===== src/rtl/cu_seq_if.sv =====
// cu_seq_if: control-unit sequencer bus (step/handshake inputs, control and status outputs)
interface cu_seq_if #(parameter int N = 4);
  logic run, halt_req, mem_ready;
  logic [N-1:0] step;
  logic cnt_load, cnt_inc, cnt_clr;
  logic mem_rd, ar_from_pc, ar_from_dr, pc_inc, pc_from_dr, dr_load, ir_load, ac_add, ac_and, ac_inc;
  logic busy, timeout_err, illegal_err;
  logic [15:0] instr_count;
  modport master (
    output run, halt_req, step, mem_ready,
    input  cnt_load, cnt_inc, cnt_clr, mem_rd, ar_from_pc, ar_from_dr, pc_inc, pc_from_dr,
           dr_load, ir_load, ac_add, ac_and, ac_inc, busy, timeout_err, illegal_err, instr_count
  );
  modport slave (
    input  run, halt_req, step, mem_ready,
    output cnt_load, cnt_inc, cnt_clr, mem_rd, ar_from_pc, ar_from_dr, pc_inc, pc_from_dr,
           dr_load, ir_load, ac_add, ac_and, ac_inc, busy, timeout_err, illegal_err, instr_count
  );
endinterface


===== src/rtl/cu_sequencer.sv =====
// cu_sequencer: microprogram step decoder with memory-wait timeout, halt and error handling; CU_SEQ_PERF_EN enables the instruction counter
module cu_sequencer #(
  parameter int N = 4,
  parameter int MEM_TIMEOUT = 15
) (
  input logic clk,
  input logic rst,
  cu_seq_if.slave bus
);
  typedef enum logic [1:0] {IDLE, INIT, RUN, ERR} state_t;
  state_t state;
  logic [N-1:0] step_v;
  logic [31:0] s;
  logic [7:0] wait_cnt;
  logic halt_pend, illegal_err;
  logic in_run, mem_step, rdy, waiting, illegal, timeout, clr, end_halt;
  assign step_v = bus.step;
  assign s = 32'(step_v);
  assign rdy = bus.mem_ready;
  assign in_run = state == RUN;
  assign mem_step = in_run && (s == 1 || s == 3 || s == 5);
  assign waiting = mem_step && !rdy;
  assign illegal = in_run && s >= 9;
  assign timeout = waiting && wait_cnt == 8'(MEM_TIMEOUT - 1);
  assign clr = state == INIT || (in_run && (s == 4 || s == 6 || s == 7 || s == 8)) || illegal;
  assign end_halt = in_run && clr && halt_pend;
  assign bus.cnt_clr = clr;
  assign bus.cnt_inc = (in_run && s == 0) || (mem_step && rdy);
  assign bus.cnt_load = in_run && s == 2;
  assign bus.mem_rd = mem_step;
  assign bus.ar_from_pc = in_run && s == 0;
  assign bus.ar_from_dr = in_run && s == 2;
  assign bus.ir_load = in_run && s == 2;
  assign bus.pc_inc = in_run && s == 1 && rdy;
  assign bus.dr_load = mem_step && rdy;
  assign bus.ac_add = in_run && s == 4;
  assign bus.ac_and = in_run && s == 6;
  assign bus.pc_from_dr = in_run && s == 7;
  assign bus.ac_inc = in_run && s == 8;
  assign bus.busy = state == INIT || in_run;
  assign bus.timeout_err = state == ERR;
  assign bus.illegal_err = illegal_err;
  // control FSM, memory wait counter, pending halt and sticky illegal-step flag
  always_ff @(posedge clk or posedge rst)
    if (rst) begin
      state <= IDLE;
      wait_cnt <= '0;
      halt_pend <= 1'b0;
      illegal_err <= 1'b0;
    end else begin
      state <= state == IDLE ? (bus.run ? INIT : IDLE) :
               state == INIT ? RUN :
               state == ERR ? ERR :
               timeout ? ERR : end_halt ? IDLE : RUN;
      wait_cnt <= waiting ? wait_cnt + 8'd1 : '0;
      halt_pend <= bus.halt_req || (halt_pend && !end_halt);
      illegal_err <= illegal_err || illegal;
    end
`ifdef CU_SEQ_PERF_EN
  logic [15:0] instr_count;
  // counts instructions as they pass FETCH3, wrapping at 16 bits
  always_ff @(posedge clk or posedge rst)
    if (rst) instr_count <= '0;
    else if (in_run && s == 2) instr_count <= instr_count + 16'd1;
  assign bus.instr_count = instr_count;
`else
  assign bus.instr_count = '0;
`endif
endmodule


===== src/flat_wrapper.sv =====
// flat-port wrapper written by rule: the top's interface ports become plain ports
module cu_sequencer_flat 
#(
  parameter int N = 4,
  parameter int MEM_TIMEOUT = 15
)
  (clk, rst, bus_run, bus_halt_req, bus_step, bus_mem_ready, bus_cnt_load, bus_cnt_inc, bus_cnt_clr, bus_mem_rd, bus_ar_from_pc, bus_ar_from_dr, bus_pc_inc, bus_pc_from_dr, bus_dr_load, bus_ir_load, bus_ac_add, bus_ac_and, bus_ac_inc, bus_busy, bus_timeout_err, bus_illegal_err, bus_instr_count);
  cu_seq_if #(.N(N)) bus_i ();
  input logic clk;
  input logic rst;
  input wire logic [$bits(bus_i.run)-1:0] bus_run;
  input wire logic [$bits(bus_i.halt_req)-1:0] bus_halt_req;
  input wire logic [$bits(bus_i.step)-1:0] bus_step;
  input wire logic [$bits(bus_i.mem_ready)-1:0] bus_mem_ready;
  output wire logic [$bits(bus_i.cnt_load)-1:0] bus_cnt_load;
  output wire logic [$bits(bus_i.cnt_inc)-1:0] bus_cnt_inc;
  output wire logic [$bits(bus_i.cnt_clr)-1:0] bus_cnt_clr;
  output wire logic [$bits(bus_i.mem_rd)-1:0] bus_mem_rd;
  output wire logic [$bits(bus_i.ar_from_pc)-1:0] bus_ar_from_pc;
  output wire logic [$bits(bus_i.ar_from_dr)-1:0] bus_ar_from_dr;
  output wire logic [$bits(bus_i.pc_inc)-1:0] bus_pc_inc;
  output wire logic [$bits(bus_i.pc_from_dr)-1:0] bus_pc_from_dr;
  output wire logic [$bits(bus_i.dr_load)-1:0] bus_dr_load;
  output wire logic [$bits(bus_i.ir_load)-1:0] bus_ir_load;
  output wire logic [$bits(bus_i.ac_add)-1:0] bus_ac_add;
  output wire logic [$bits(bus_i.ac_and)-1:0] bus_ac_and;
  output wire logic [$bits(bus_i.ac_inc)-1:0] bus_ac_inc;
  output wire logic [$bits(bus_i.busy)-1:0] bus_busy;
  output wire logic [$bits(bus_i.timeout_err)-1:0] bus_timeout_err;
  output wire logic [$bits(bus_i.illegal_err)-1:0] bus_illegal_err;
  output wire logic [$bits(bus_i.instr_count)-1:0] bus_instr_count;
  assign bus_i.run = bus_run;
  assign bus_i.halt_req = bus_halt_req;
  assign bus_i.step = bus_step;
  assign bus_i.mem_ready = bus_mem_ready;
  assign bus_cnt_load = bus_i.cnt_load;
  assign bus_cnt_inc = bus_i.cnt_inc;
  assign bus_cnt_clr = bus_i.cnt_clr;
  assign bus_mem_rd = bus_i.mem_rd;
  assign bus_ar_from_pc = bus_i.ar_from_pc;
  assign bus_ar_from_dr = bus_i.ar_from_dr;
  assign bus_pc_inc = bus_i.pc_inc;
  assign bus_pc_from_dr = bus_i.pc_from_dr;
  assign bus_dr_load = bus_i.dr_load;
  assign bus_ir_load = bus_i.ir_load;
  assign bus_ac_add = bus_i.ac_add;
  assign bus_ac_and = bus_i.ac_and;
  assign bus_ac_inc = bus_i.ac_inc;
  assign bus_busy = bus_i.busy;
  assign bus_timeout_err = bus_i.timeout_err;
  assign bus_illegal_err = bus_i.illegal_err;
  assign bus_instr_count = bus_i.instr_count;
  cu_sequencer #(.N(N), .MEM_TIMEOUT(MEM_TIMEOUT)) u_core (.clk(clk), .rst(rst), .bus(bus_i));
endmodule

===== config.mk =====
export PLATFORM = sky130hd
export DESIGN_NAME = cu_sequencer_flat
export DESIGN_NICKNAME = d
export VERILOG_FILES = /design/src/rtl/cu_seq_if.sv /design/src/rtl/cu_sequencer.sv /design/src/flat_wrapper.sv
export SDC_FILE = /design/constraint.sdc
export NUM_CORES = 1
export LEC_CHECK = 0
export ABC_AREA = 1
export CORE_MARGIN = 1.5
export CORE_UTILIZATION = 44
export DETAILED_ROUTE_END_ITERATION = 10
export GPL_TIMING_DRIVEN = 0
export PLACE_DENSITY = 0.94
export SLEW_MARGIN = 30
export SYNTH_ARGS = -nofsm -noshare
export SYNTH_HDL_FRONTEND = slang
export SYNTH_SLANG_ARGS = --single-unit

===== constraint.sdc =====
create_clock -name clk -period 2.9 [get_ports clk]
set_clock_uncertainty 0.05 [all_clocks]
set_input_delay 0.435 -clock clk [delete_from_list [all_inputs] [get_ports clk]]
set_output_delay 0.435 -clock clk [all_outputs]
set_load 0.02 [all_outputs]

==> flow_summary.ini <==
[cts]
cts_setup_buffers = 0
root_buffer = clkbuf_4
clock_latency_ns = 0.28
cts_hold_buf = 0
cts_resized = 0
clkTransAtPathRegs_ns = 0.08
cts.path.max_buffers = 2
cts_sinks = 12
tritoncts = done
h-tree-depth = 1
cts_inserted_buffers = 3

[global_routing]
grt_max_degree = 13
grt_pass1_vias = 712
grt_pass1_wl_microns = 2940
gr-usage-all-layers = 0.165
grt_antenna_before_repair = 0
grt_overflow_total = 0

[sta]
fin_tns_setup_ns = 0
finalHoldViolCount = 0
final-setup-viol-count = 0
rsz0062_at_grt = false
post-route-period-util = 0.945
fmax_mhz = 365
report.final.slew_viol_count = 0
period_needed_ns = 2.74
fin_ws_ns = 0.161

[placement]
dp_slack_ns = 0.335
placed_area_sq_um = 1240
numPortBuffers = 24
dp_hpwl_microns = 1450
place.gp.congestion = 0.730

[synth]
syn_avg_cell_area_sq_um = 7.64
ys_warn_count = 0
synth_simple_gate_area_frac = 0.263
ys_types = 22
synth_top_family_by_area = simple AND/OR/NAND/NOR gates
ys_seq_elements = 12
ys_seq_area_frac = 0.330
synthAdderAreaFrac = 0.0963
syn-instance-count = 119
synth_xor_area_frac = 0.00963
synthMuxAreaShare = 0
synth_compound_area_frac = 0.0784
netlist_area_sq_um = 910

[finish]
drive_gt1_frac = 0.173
nets = 179
final_cell_mix = 24 x clkdlybuf4s50_1, 18 x buf_4, 16 x inv_1, 16 x conb_1
n_antenna_cell = 0
fill_cells = 167
post-route-util = 0.651
syn_to_final_growth_pct = 40.3
final_common_cell = clkdlybuf4s50_1
postLayoutCellArea_sq_um = 1280

[floorplan]
die_width_microns = 48.5
dieArea_sq_um = 2350
ioPinCount = 41
core_sq_um = 1960
die_h_microns = 48.5
initial_core_util = 0.464
row_count = 16

[outcome]
status = finished, final reports clean

[drt]
viasPerCell = 4.40
ant_nets = 0
drtPass1Iterations = 4
drcViolationCount = 0
wire_per_inst_microns = 9.26
num_vias = 832
drtIter0Drc = 10
totalWireLength_microns = 1750

[critical_path]
worstPathArrival_ns = 2.25
ff2ff_path_depth = 9
worstSetupEndpointType = output port
r2r_slack_ns = 1.22
cp_max_fo = 6
r2r-start = u_core.state[0]
worstSetupStartpointType = flop
worstPathRequired_ns = 2.41
crit_type = reg -> out

[pwr]
ir_worst_vdd_v = 0.000419
p_leak_uw = 0.000642
total_power_uw = 670
p_per_area_nw_per_um2 = 525

[flow_run]
drv_cap = 0

[hold_path]
hold_path_class = in -> async
power by group:
group          switching (uW)  leakage [uW]  internal [uW]  total [uW]
logic                     186      0.000466            141         327
registers                22.6      0.000155            186         209
clock network            58.0     0.0000210           76.4         134
total                     266      0.000642            404         670
cell families (layout without fill, tap and decap cells):
family                   count (synthesis)  in the layout
AO/OA/AOI/OAI                           12             12
XOR/XNOR                                 1              1
adder cells (fa/ha/maj)                  7              7
buffers and inverters                   35             63
flip-flops                              12             12
other                                    1             16
AND/OR/NAND/NOR                         51             51
state kept, by name, indices dropped and copies added (netlist names), named ones only:
| signal | count |
|---|---|
| u_core.halt_pend | 1 |
| u_core.bus.illegal_err | 1 |
| u_core.wait_cnt | 8 |
| u_core.state | 1 |
worst max-delay path: stages (launching register included):
cell	delay, ns
dfrtp_1	0.44
inv_1	0.15
ha_1	0.29
nand3_1	0.18
nor2_1	0.20
buf_4	0.13
clkdlybuf4s50_1	0.59
layout make-up:
| type | instances | area [sq um] | area share |
|---|---|---|---|
| clock buffers | 4 | 36.3 | 0.0284 |
| plain buffers | 18 | 135 | 0.106 |
| flip-flops and latches | 12 | 300 | 0.235 |
| inverters | 17 | 63.8 | 0.0500 |
| multi-input cells | 87 | 467 | 0.366 |
| repair buffers | 24 | 240 | 0.188 |
| well taps | 27 | 33.8 | 0.0265 |
metal layers:
metal,up-vias,global-route usage,part of all wire
li1,433,-,-
met1,362,0.186,0.43
met2,32,0.273,0.47
met3,5,0.0401,0.070
met4,0,0.114,0.029
met5,-,0,0
synth_stat cells:
cell      instances  area [sq um]
inv_2             1          3.75
and3_1            2          12.5
a22o_1            1          8.76
inv_1            16          60.1
dfrtp_1          12           300
nand3_2           1          10.0
o21bai_1          1          7.51
nand2_1          15          56.3
a21oi_1           6          30.0
a31o_2            1          8.76
o21ai_0           2          10.0
conb_1            1          3.75
nor3_1            6          30.0
nor2_1           15          56.3
ha_1              7          87.6
nand3_1           7          35.0
o22ai_1           1          6.26
nor3b_1           2          15.0
xnor2_1           1          8.76
nor2_4            1          11.3
buf_4            18           135
nand2_2           2          12.5
how the worst max path moves through the flow:
stage,startpoint,to,slack [ns]
floorplan,u_core.state[0],bus_cnt_load,0.90
global placement,bus_step[3],bus_ir_load,0.38
detailed placement,bus_step[3],bus_ir_load,0.33
CTS,u_core.state[0],bus_ir_load,0.14
global route,u_core.state[0],bus_ir_load,0.001
finish,u_core.state[0],bus_ir_load,0.16
through the flow:
stage	cells	hold WS, ns
detailed placement	185	0.412
CTS	189	0.419
global route	189	0.449
finish	189	0.409
floorplan	134	0.250
global placement	185	0.412
No activity file was read; power rests on OpenSTA's default activity.
